--- config.mk ---
export PLATFORM = sky130hd
export DESIGN_NAME = mux_4_arbiter
export DESIGN_NICKNAME = d
export VERILOG_FILES = /design/src/rtl/mux_arb_pkg.sv /design/src/rtl/mux_4.sv /design/src/rtl/rr_pick_4.sv /design/src/rtl/mux_4_arbiter.sv
export SDC_FILE = /design/constraint.sdc
export NUM_CORES = 1
export LEC_CHECK = 0
export BUFFER_PORTS_ARGS = -buffer_cell sky130_fd_sc_hd__buf_2
export CAP_MARGIN = 10
export CORE_MARGIN = 2
export CORE_UTILIZATION = 50
export CTS_CLUSTER_DIAMETER = 120
export DETAILED_ROUTE_END_ITERATION = 10
export PLACE_DENSITY = 0.8
export SLEW_MARGIN = 20
export SYNTH_ARGS = -nofsm -noshare
export SYNTH_HDL_FRONTEND = slang
export SYNTH_HIERARCHICAL = 1
export SYNTH_SLANG_ARGS = --single-unit
--- constraint.sdc ---
create_clock -name i_clk -period 3.6 [get_ports i_clk]
set_input_delay 1.08 -clock i_clk [delete_from_list [all_inputs] [get_ports i_clk]]
set_output_delay 1.08 -clock i_clk [all_outputs]
set_load 0.01 [all_outputs]
--- src/rtl/mux_arb_pkg.sv ---
// Shared types and constants for the four-way round-robin mux arbiter.
// The onehot helper turns a requester index into its grant bit.
package mux_arb_pkg;

  localparam int N_REQ = 4;
  localparam int SEL_W = 2;

  typedef enum logic {
    IDLE,
    GRANT
  } arb_state_t;

  function automatic logic [N_REQ-1:0] onehot(input logic [SEL_W-1:0] idx);
    return N_REQ'(1) << idx;
  endfunction

endpackage

--- src/rtl/mux_4.sv ---
// Plain four-input multiplexer shared by the arbiter's requesters.
module mux_4 #(
  parameter int W = 4
) (
  input  logic [W-1:0] i_d0,
  input  logic [W-1:0] i_d1,
  input  logic [W-1:0] i_d2,
  input  logic [W-1:0] i_d3,
  input  logic [1:0]   i_sel,
  output logic [W-1:0] o_y
);

  always_comb begin
    o_y = i_d0;
    case (i_sel)
      2'd0:    o_y = i_d0;
      2'd1:    o_y = i_d1;
      2'd2:    o_y = i_d2;
      default: o_y = i_d3;
    endcase
  end

endmodule

--- src/rtl/rr_pick_4.sv ---
// Combinational round-robin picker: first set bit of req searching from
// last+1 upward, wrapping around, with last itself considered lowest priority.
module rr_pick_4
  import mux_arb_pkg::*;
(
  input  logic [N_REQ-1:0] req,
  input  logic [SEL_W-1:0] last,
  output logic             found,
  output logic [SEL_W-1:0] idx
);

  logic [SEL_W-1:0] cand;

  // Walk offsets from farthest to nearest so the nearest hit wins.
  always_comb begin
    found = 1'b0;
    idx   = last;
    cand  = last;
    for (int i = N_REQ; i >= 1; i--) begin
      cand = last + SEL_W'(i);
      if (req[cand]) begin
        found = 1'b1;
        idx   = cand;
      end
    end
  end

endmodule

--- src/rtl/mux_4_arbiter.sv ---
// Round-robin arbiter sharing one mux_4 between four requesters, with a
// registered one-hot grant and an optional hold limit against starvation.
module mux_4_arbiter
  import mux_arb_pkg::*;
#(
  parameter int W        = 4,
  parameter int MAX_HOLD = 8
) (
  input  logic             i_clk,
  input  logic             i_rst,
  input  logic [N_REQ-1:0] i_req,
  input  logic [W-1:0]     i_data0,
  input  logic [W-1:0]     i_data1,
  input  logic [W-1:0]     i_data2,
  input  logic [W-1:0]     i_data3,
  output logic [N_REQ-1:0] o_gnt,
  output logic [SEL_W-1:0] o_sel,
  output logic             o_busy,
  output logic [W-1:0]     o_data
);

  localparam int CNT_W = (MAX_HOLD > 0) ? $clog2(MAX_HOLD + 1) : 1;
  localparam logic [CNT_W-1:0] CNT_MAX   = CNT_W'(MAX_HOLD);
  localparam logic [CNT_W-1:0] HOLD_LAST = CNT_W'((MAX_HOLD > 0) ? MAX_HOLD - 1 : 0);

  arb_state_t       state_q, state_d;
  logic [N_REQ-1:0] gnt_q, gnt_d;
  logic [SEL_W-1:0] sel_q, sel_d;
  logic [SEL_W-1:0] last_q, last_d;
  logic [CNT_W-1:0] cnt_q, cnt_d;

  logic             idle_found, other_found;
  logic [SEL_W-1:0] idle_idx, other_idx;
  logic [N_REQ-1:0] req_other;
  logic             hold_hit;

  // In GRANT, last equals the grantee, so masking it and searching from it
  // serves both the release hand-off and the preemption pick.
  assign req_other = i_req & ~onehot(last_q);

  rr_pick_4 u_pick_idle (
    .req   (i_req),
    .last  (last_q),
    .found (idle_found),
    .idx   (idle_idx)
  );

  rr_pick_4 u_pick_other (
    .req   (req_other),
    .last  (last_q),
    .found (other_found),
    .idx   (other_idx)
  );

  // Counter is 0 in the first grant cycle, so the limit is hit one below MAX_HOLD.
  assign hold_hit = (MAX_HOLD != 0) && ((cnt_q == HOLD_LAST) || (cnt_q == CNT_MAX));

  always_comb begin
    state_d = state_q;
    gnt_d   = gnt_q;
    sel_d   = sel_q;
    last_d  = last_q;
    cnt_d   = cnt_q;
    case (state_q)
      IDLE: begin
        if (idle_found) begin
          state_d = GRANT;
          gnt_d   = onehot(idle_idx);
          sel_d   = idle_idx;
          last_d  = idle_idx;
          cnt_d   = '0;
        end
      end
      GRANT: begin
        if (!i_req[sel_q] || (hold_hit && other_found)) begin
          if (other_found) begin
            gnt_d  = onehot(other_idx);
            sel_d  = other_idx;
            last_d = other_idx;
            cnt_d  = '0;
          end else begin
            state_d = IDLE;
            gnt_d   = '0;
          end
        end else if (cnt_q != CNT_MAX) begin
          cnt_d = cnt_q + CNT_W'(1);
        end
      end
      default: begin
        state_d = IDLE;
        gnt_d   = '0;
      end
    endcase
  end

  always_ff @(posedge i_clk or posedge i_rst) begin
    if (i_rst) begin
      state_q <= IDLE;
      gnt_q   <= '0;
      sel_q   <= '0;
      last_q  <= SEL_W'(N_REQ - 1);
      cnt_q   <= '0;
    end else begin
      state_q <= state_d;
      gnt_q   <= gnt_d;
      sel_q   <= sel_d;
      last_q  <= last_d;
      cnt_q   <= cnt_d;
    end
  end

  assign o_gnt  = gnt_q;
  assign o_sel  = sel_q;
  assign o_busy = |gnt_q;

  mux_4 #(.W(W)) u_mux (
    .i_d0  (i_data0),
    .i_d1  (i_data1),
    .i_d2  (i_data2),
    .i_d3  (i_data3),
    .i_sel (sel_q),
    .o_y   (o_data)
  );

endmodule

* After elaboration in Yosys (flattened, before gate mapping)
Cells that the tools add are included.
Cells by class: add/sub/neg operators 4, order comparisons 5, equal/unequal tests 10, shift operators 3, mux-type cells 50, bitwise operators 3, reduce and logical (&&, ||, !) cells 9
Operator list (number):
- two-way mux 4 bit | 7
- two-way mux 1 bit | 20
- binary-select mux 1 bit (select 2 bit) | 9
- two-way mux 2 bit | 9
- one-hot mux 4 bit (2 select lines) | 2
- less-than comparator 2 x 3 -> 1 bit (second input constant) | 5
- one-hot mux 4 bit (3 select lines) | 1
- << shifter 1 x 2 -> 4 bit (first input constant) | 3
- AND reduction 3 bit | 2
- adder 2 bit (second input constant) | 2
- adder 4 x 1 -> 4 bit (second input constant) | 1
- bitwise AND 4 bit | 1
- equality test 4 x 3 -> 1 bit (second input constant) | 1
- equality test 4 bit (second input constant) | 1
- != test 2 x 1 -> 1 bit (second input constant) | 2
- != test 4 bit (second input constant) | 1
- NOT 4 bit | 1
- one-hot mux 2 bit (2 select lines) | 1
- OR reduction 4 bit | 1
- != test 3 x 1 -> 1 bit (second input constant) | 1
- != test 3 bit (second input constant) | 1
- adder 2 x 1 -> 2 bit (second input constant) | 1
- equality test 2 x 1 -> 1 bit (second input constant) | 1
- equality test 2 bit (second input constant) | 1
- 8 further kinds | 9
Storage, ports and cells: register bits 13, logic and storage cells 89

* Logic depth before layout (Yosys ltp)
depth after elaboration 13, mapped depth 9, gate-level depth less buffers 9

* Modules after synthesis
The synthesis kept the hierarchy.
Modules (own cells, without submodules):
- mux_4_arbiter | times used 1, cells each 78, area an instance 812.0 µm²
- rr_pick_4 | times used 2, cells each 14, area an instance 82.6 µm²
- mux_4 | times used 1, cells each 4, area an instance 105.1 µm²

* Least setup slack after synthesis
OpenSTA, ideal clock, no wires.
kind input port to flip-flop, start point in i_req[3], end point reg cnt_q[3], library setup time 90 ps, data arrival time 2823 ps, data required time 3510 ps, path slack 687 ps, stages 7, buffers on the path 1, cell sequence a21boi_0 > or4_1 > clkbuf_2 > nand4b_1 > nand4_4 > or4_1 > o221ai_1
On the way: cells in the longest elaborated chain, start to end 11
RTL lines:
- start, declared | RTL line mux_4_arbiter.sv:11 | input logic [N_REQ-1:0] i_req,
- bitwise AND 4 bit (*) | RTL line mux_4_arbiter.sv:39 | assign req_other = i_req & ~onehot(last_q);
- binary-select mux 1 bit (select 2 bit) | RTL line rr_pick_4.sv:21 | if (req[cand]) begin
- two-way mux 1 bit (implied by the code) | RTL line rr_pick_4.sv:21
- two-way mux 1 bit (3 in series) | RTL line rr_pick_4.sv:21
- two-way mux 1 bit (*) | RTL line rr_pick_4.sv:21
- net other_found | RTL line mux_4_arbiter.sv:32 | logic idle_found, other_found;
- logical AND 1 bit | RTL line mux_4_arbiter.sv:75 | if (!i_req[sel_q] || (hold_hit && other_found)) begin
- logical OR 1 bit | RTL line mux_4_arbiter.sv:75
- != test 3 x 1 -> 1 bit (no line) (tied with other cells)
- AND reduction 3 bit (no line) / one-hot mux 4 bit (2 select lines) (equally long branches)
- end signal, assigned | RTL line mux_4_arbiter.sv:108 | cnt_q <= cnt_d;
- end, declared | RTL line mux_4_arbiter.sv:30 | logic [CNT_W-1:0] cnt_q, cnt_d;
Mark *: on every way through the listed nets, which the timed path passes. The rest lies on a longest branch. The select of a mux whose other input is x is not followed. A chain may end at the register's enable or synchronous reset.

* Worst setup path in the final report
start point in i_req[3], end point reg cnt_q[3]
On the way: cells in the longest elaborated chain, start to end 11
RTL lines:
- bitwise AND 4 bit (*) | RTL line mux_4_arbiter.sv:39
- net req_other[3] | RTL line mux_4_arbiter.sv:34 | logic [N_REQ-1:0] req_other;
- binary-select mux 1 bit (select 2 bit) | RTL line rr_pick_4.sv:21
- two-way mux 1 bit (implied by the code) | RTL line rr_pick_4.sv:21
- two-way mux 1 bit (3 in series) | RTL line rr_pick_4.sv:21
- two-way mux 1 bit (*) | RTL line rr_pick_4.sv:21
- net other_found | RTL line mux_4_arbiter.sv:32
- logical AND 1 bit | RTL line mux_4_arbiter.sv:75
- logical OR 1 bit | RTL line mux_4_arbiter.sv:75
- != test 3 x 1 -> 1 bit (no line) (tied with other cells)
- AND reduction 3 bit (no line) / one-hot mux 4 bit (2 select lines) (equally long branches)
Marked as above.

==> run summary <==
The run gives 526 ps as the final-layout worst hold slack. The tools report the element type at the critical path start as an input pin. The first global-routing pass estimated 4170 um of wire. Summed over all nets, wire length on met3 after detailed routing comes to 160 um. For this design the ratio of total power to cell area is 787 nW/um^2.

The die is 50.5 um wide. The cell type with the highest occurrence count on the critical path was sky130_fd_sc_hd__or4_1. The tools report the number of pins with negative max-slew slack in the final report as 0. Number of nets in the finished design: 169.

Buffers inserted during clock tree synthesis total 3. In the routed design, unresolved DRC markers number 0. The total wire length after detailed routing is 2380 um. In this run the number of cells on the critical path is 7.

The repair_antennas step left the layout with diodes totalling 0. The critical path is of the input pin to flop type. Clock tree synthesis found a total of 13 sinks. Count of buffering cells on the critical path with inverters included: 1. For this block, the initial DRC count from the detailed router was 21.

The tools report the post-route cell area as 1290 um^2. The maximum level of the CTS H-tree is 1. Sorting the synthesized cells by area gives the leading types as sky130_fd_sc_hd__dfrtp_1 25%, sky130_fd_sc_hd__mux4_1 9.7%, sky130_fd_sc_hd__mux2_2 7.3%, sky130_fd_sc_hd__inv_1 5.2%, sky130_fd_sc_hd__dfstp_2 4.9%. The maximum buffer depth of the clock tree is 2, and the placed wire-length estimate is 1840 um. In this run the clock root is driven by a sky130_fd_sc_hd__clkbuf_4. The cell depth of the worst min-delay path is 1, and the wire length on met2 is 1200 um.

The path category of the worst min-delay check is flop to flop. In this design, the largest share of critical-path delay is due to simple AND/OR/NAND/NOR gates. Setup repair after global routing left no endpoint under its margin.

The number of global-route vias before repair is 989. At the later pin of the worst-skew pair, clock insertion delay measures 280 ps. In the final routed layout, each cell accounts on average for 13.9 um. The top-level I/O count is 33. Summed over all cells, the static leakage comes to 0.000622 uW. Clock-pin slew was measured on the worst setup and hold paths at 80 ps. The initial antenna violation count was 0. Synthesis instantiated 40 different standard cells from the library.

In this run the core area contains 16 standard-cell rows. The run gives 0.856 as the placer congestion estimate. The cell count of the worst reg-to-reg path came out at 6.

Dominant cell type by area after synthesis: sky130_fd_sc_hd__dfrtp_1. The tools report the relative slew slack as 0.679. Traced cell by cell, the critical path runs through buf_2, a21boi_0, or4_1, nand4b_1, nand4_4, or4_1, o221ai_1.

In this run the vertical extent of the chip is 50.5 um. The flow ran to the end, and the final reports show no timing, DRC or antenna violations. TritonCTS built the clock tree.

The tools report the final-layout fill cell count as 169. For the standard cell core area, the log shows 2000 um^2. For the pin with the worst max-slew slack, the measured transition is 477 ps. Quantity of gates resized following cts: 0.

The number of hold buffers added after CTS was 0. Total of buffers placed on input and output ports: 32. The period utilization was 0.827; the data required time of the critical path was 3790 ps. Static timing analysis puts the maximum clock frequency at 336 MHz.

The count of state elements after synthesis is 13. For the first-pass detailed-route iteration total, the log shows 4. The fraction of synthesized cell area taken by the top area cell type was 0.254.

Summed over all layers, the global routing overflow is 0. Data on the critical path arrives at its endpoint at 3160 ps. The run gives 1080 um^2 as the total standard cell area after synthesis. The worst setup path is captured at a flop.

The total global-route track usage was 0.214. The stage delay of the slowest cell on the critical path is 710 ps. Floorplan die area: 2550 um^2. The detail route stage leaves a number of antenna-violating nets equal to 0. Summing all multi-input logic gate instances after layout gives 686 um^2. The worst-case IR drop observed on VDD is 0.400 mV. In the synthesized netlist, the number of instances is 110. Share of post-route cells with drive strength above 1: 0.368. The clock arrives with 1.81 ps of skew. Wire length the detailed router placed on met1: 1010 um.

The run gives 0 as the final number of hold-violating endpoints. After detailed routing, the number of vias per cell comes to 5.84. The tool flagged a number of max-cap violations equal to 0. The logs give 0.303 for the register area share after synthesis and 328 um^2 for the sequential cell area. The number of nets in the synthesized netlist is 134.

The top routing layer in use was met4. The initial core utilization was 0.541. The run gives 0 as the number of buffers inserted to repair setup after CTS. Across all layers, the routed design uses 999 vias. The worst-path cell with the longest stage delay is sky130_fd_sc_hd__or4_1. The clock period minus worst slack was 2980 ps; the total power of the final layout was 1020 uW. During synthesis, Yosys emitted a total of 6 warnings.

The area growth from synthesis to layout is 19.2%. The final count of negative-setup-slack endpoints came out at 0. The setup total negative slack was 0 ps; the highest net fanout along the worst path was 8.

A synthesized cell averages 9.84 um^2. Entering global routing, the biggest net connects 19 pins. Summing all placed instances gives a cell area of 1260 um^2.
==> worst paths after layout <==
path | startpoint | end | slack, ps
max in group asynchronous | i_rst | last_q[0] | 2440
min in group asynchronous | i_rst | o_gnt[1] | 810
setup reg to reg | last_q[1] | cnt_q[3] | 780
hold / removal | o_gnt[1] | o_gnt[1] | 530
hold reg to reg | o_gnt[1] | o_gnt[1] | 530
setup / recovery | i_req[3] | cnt_q[3] | 620
==> area by class of cell <==
class                      instances  area share
inverter                          15      0.0436
timing repair buffer              32       0.124
multi-input combinational         80       0.532
clock buffer                       4      0.0204
tap                               27      0.0262
sequential                        13       0.254
==> cells by family after synthesis <==
group | share of synthesized area
flops | 0.303
simple gates | 0.202
compound gates | 0.199
mux | 0.209
fa+ha+maj | 0.0231
buf+inv | 0.0636
==> metal layers <==
layer,global-route usage,vias to the layer above
met5,0,-
met4,0.0360,0
met3,0.0595,2
met2,0.408,32
met1,0.236,470
li1,-,495
==> cell usage in the layout, fill, tap and decap left out, drive strengths merged <==
cell type,count
a21boi,2
a21o,1
a21oi,4
a221o,2
a22o,2
a22oi,1
a31o,2
a31oi,2
and2,1
buf,32
clkbuf,4
dfrtp,11
dfstp,2
ha,2
inv,15
mux2,7
mux2i,2
mux4,5
nand2,2
nand2b,3
nand3,2
nand3b,1
nand4,3
nand4b,2
nor2,9
nor2b,2
nor3,2
nor3b,1
nor4b,1
o21a,4
o21ai,4
o221a,2
o221ai,1
o22ai,2
or2,1
or3,1
or4,4
==> synthesized netlist by cell type (all sizes together) <==
library cell / n
a31o: 2
nand4b: 2
nor2b: 2
a21boi: 2
a22o: 2
mux2i: 2
nand3b: 1
nand4: 3
nor4b: 1
nand2: 2
buf: 1
o221a: 2
and2: 1
o21ai: 4
ha: 2
a21o: 1
inv: 15
nor2: 9
mux2: 7
or2: 1
nor3b: 1
a22oi: 1
dfstp: 2
a221o: 2
nand2b: 3
o221ai: 1
a21oi: 4
nand3: 2
o21a: 4
or3: 1
dfrtp: 11
clkbuf: 1
mux4: 5
o22ai: 2
nor3: 2
or4: 4
a31oi: 2
==> power breakdown <==
group	switching, uW	total [uW]	internal (uW)
logic	289	610	322
clock network	47.3	90.3	43.0
registers	101	315	213
==> stage by stage <==
step	instances	setup WS, ps	utilization
after global routing	171	522	0.644
after floorplan	110	687	-
after CTS	171	646	0.644
after global placement	167	441	0.631
after detailed placement	167	337	0.631
final	171	624	0.644
==> registers in the layout, indices dropped and copies added (netlist names) <==
signal / count
cnt_q: 4
o_gnt: 4
last_q: 2
o_sel: 2
state_q: 1
No activity file was read; power rests on OpenSTA's default activity.
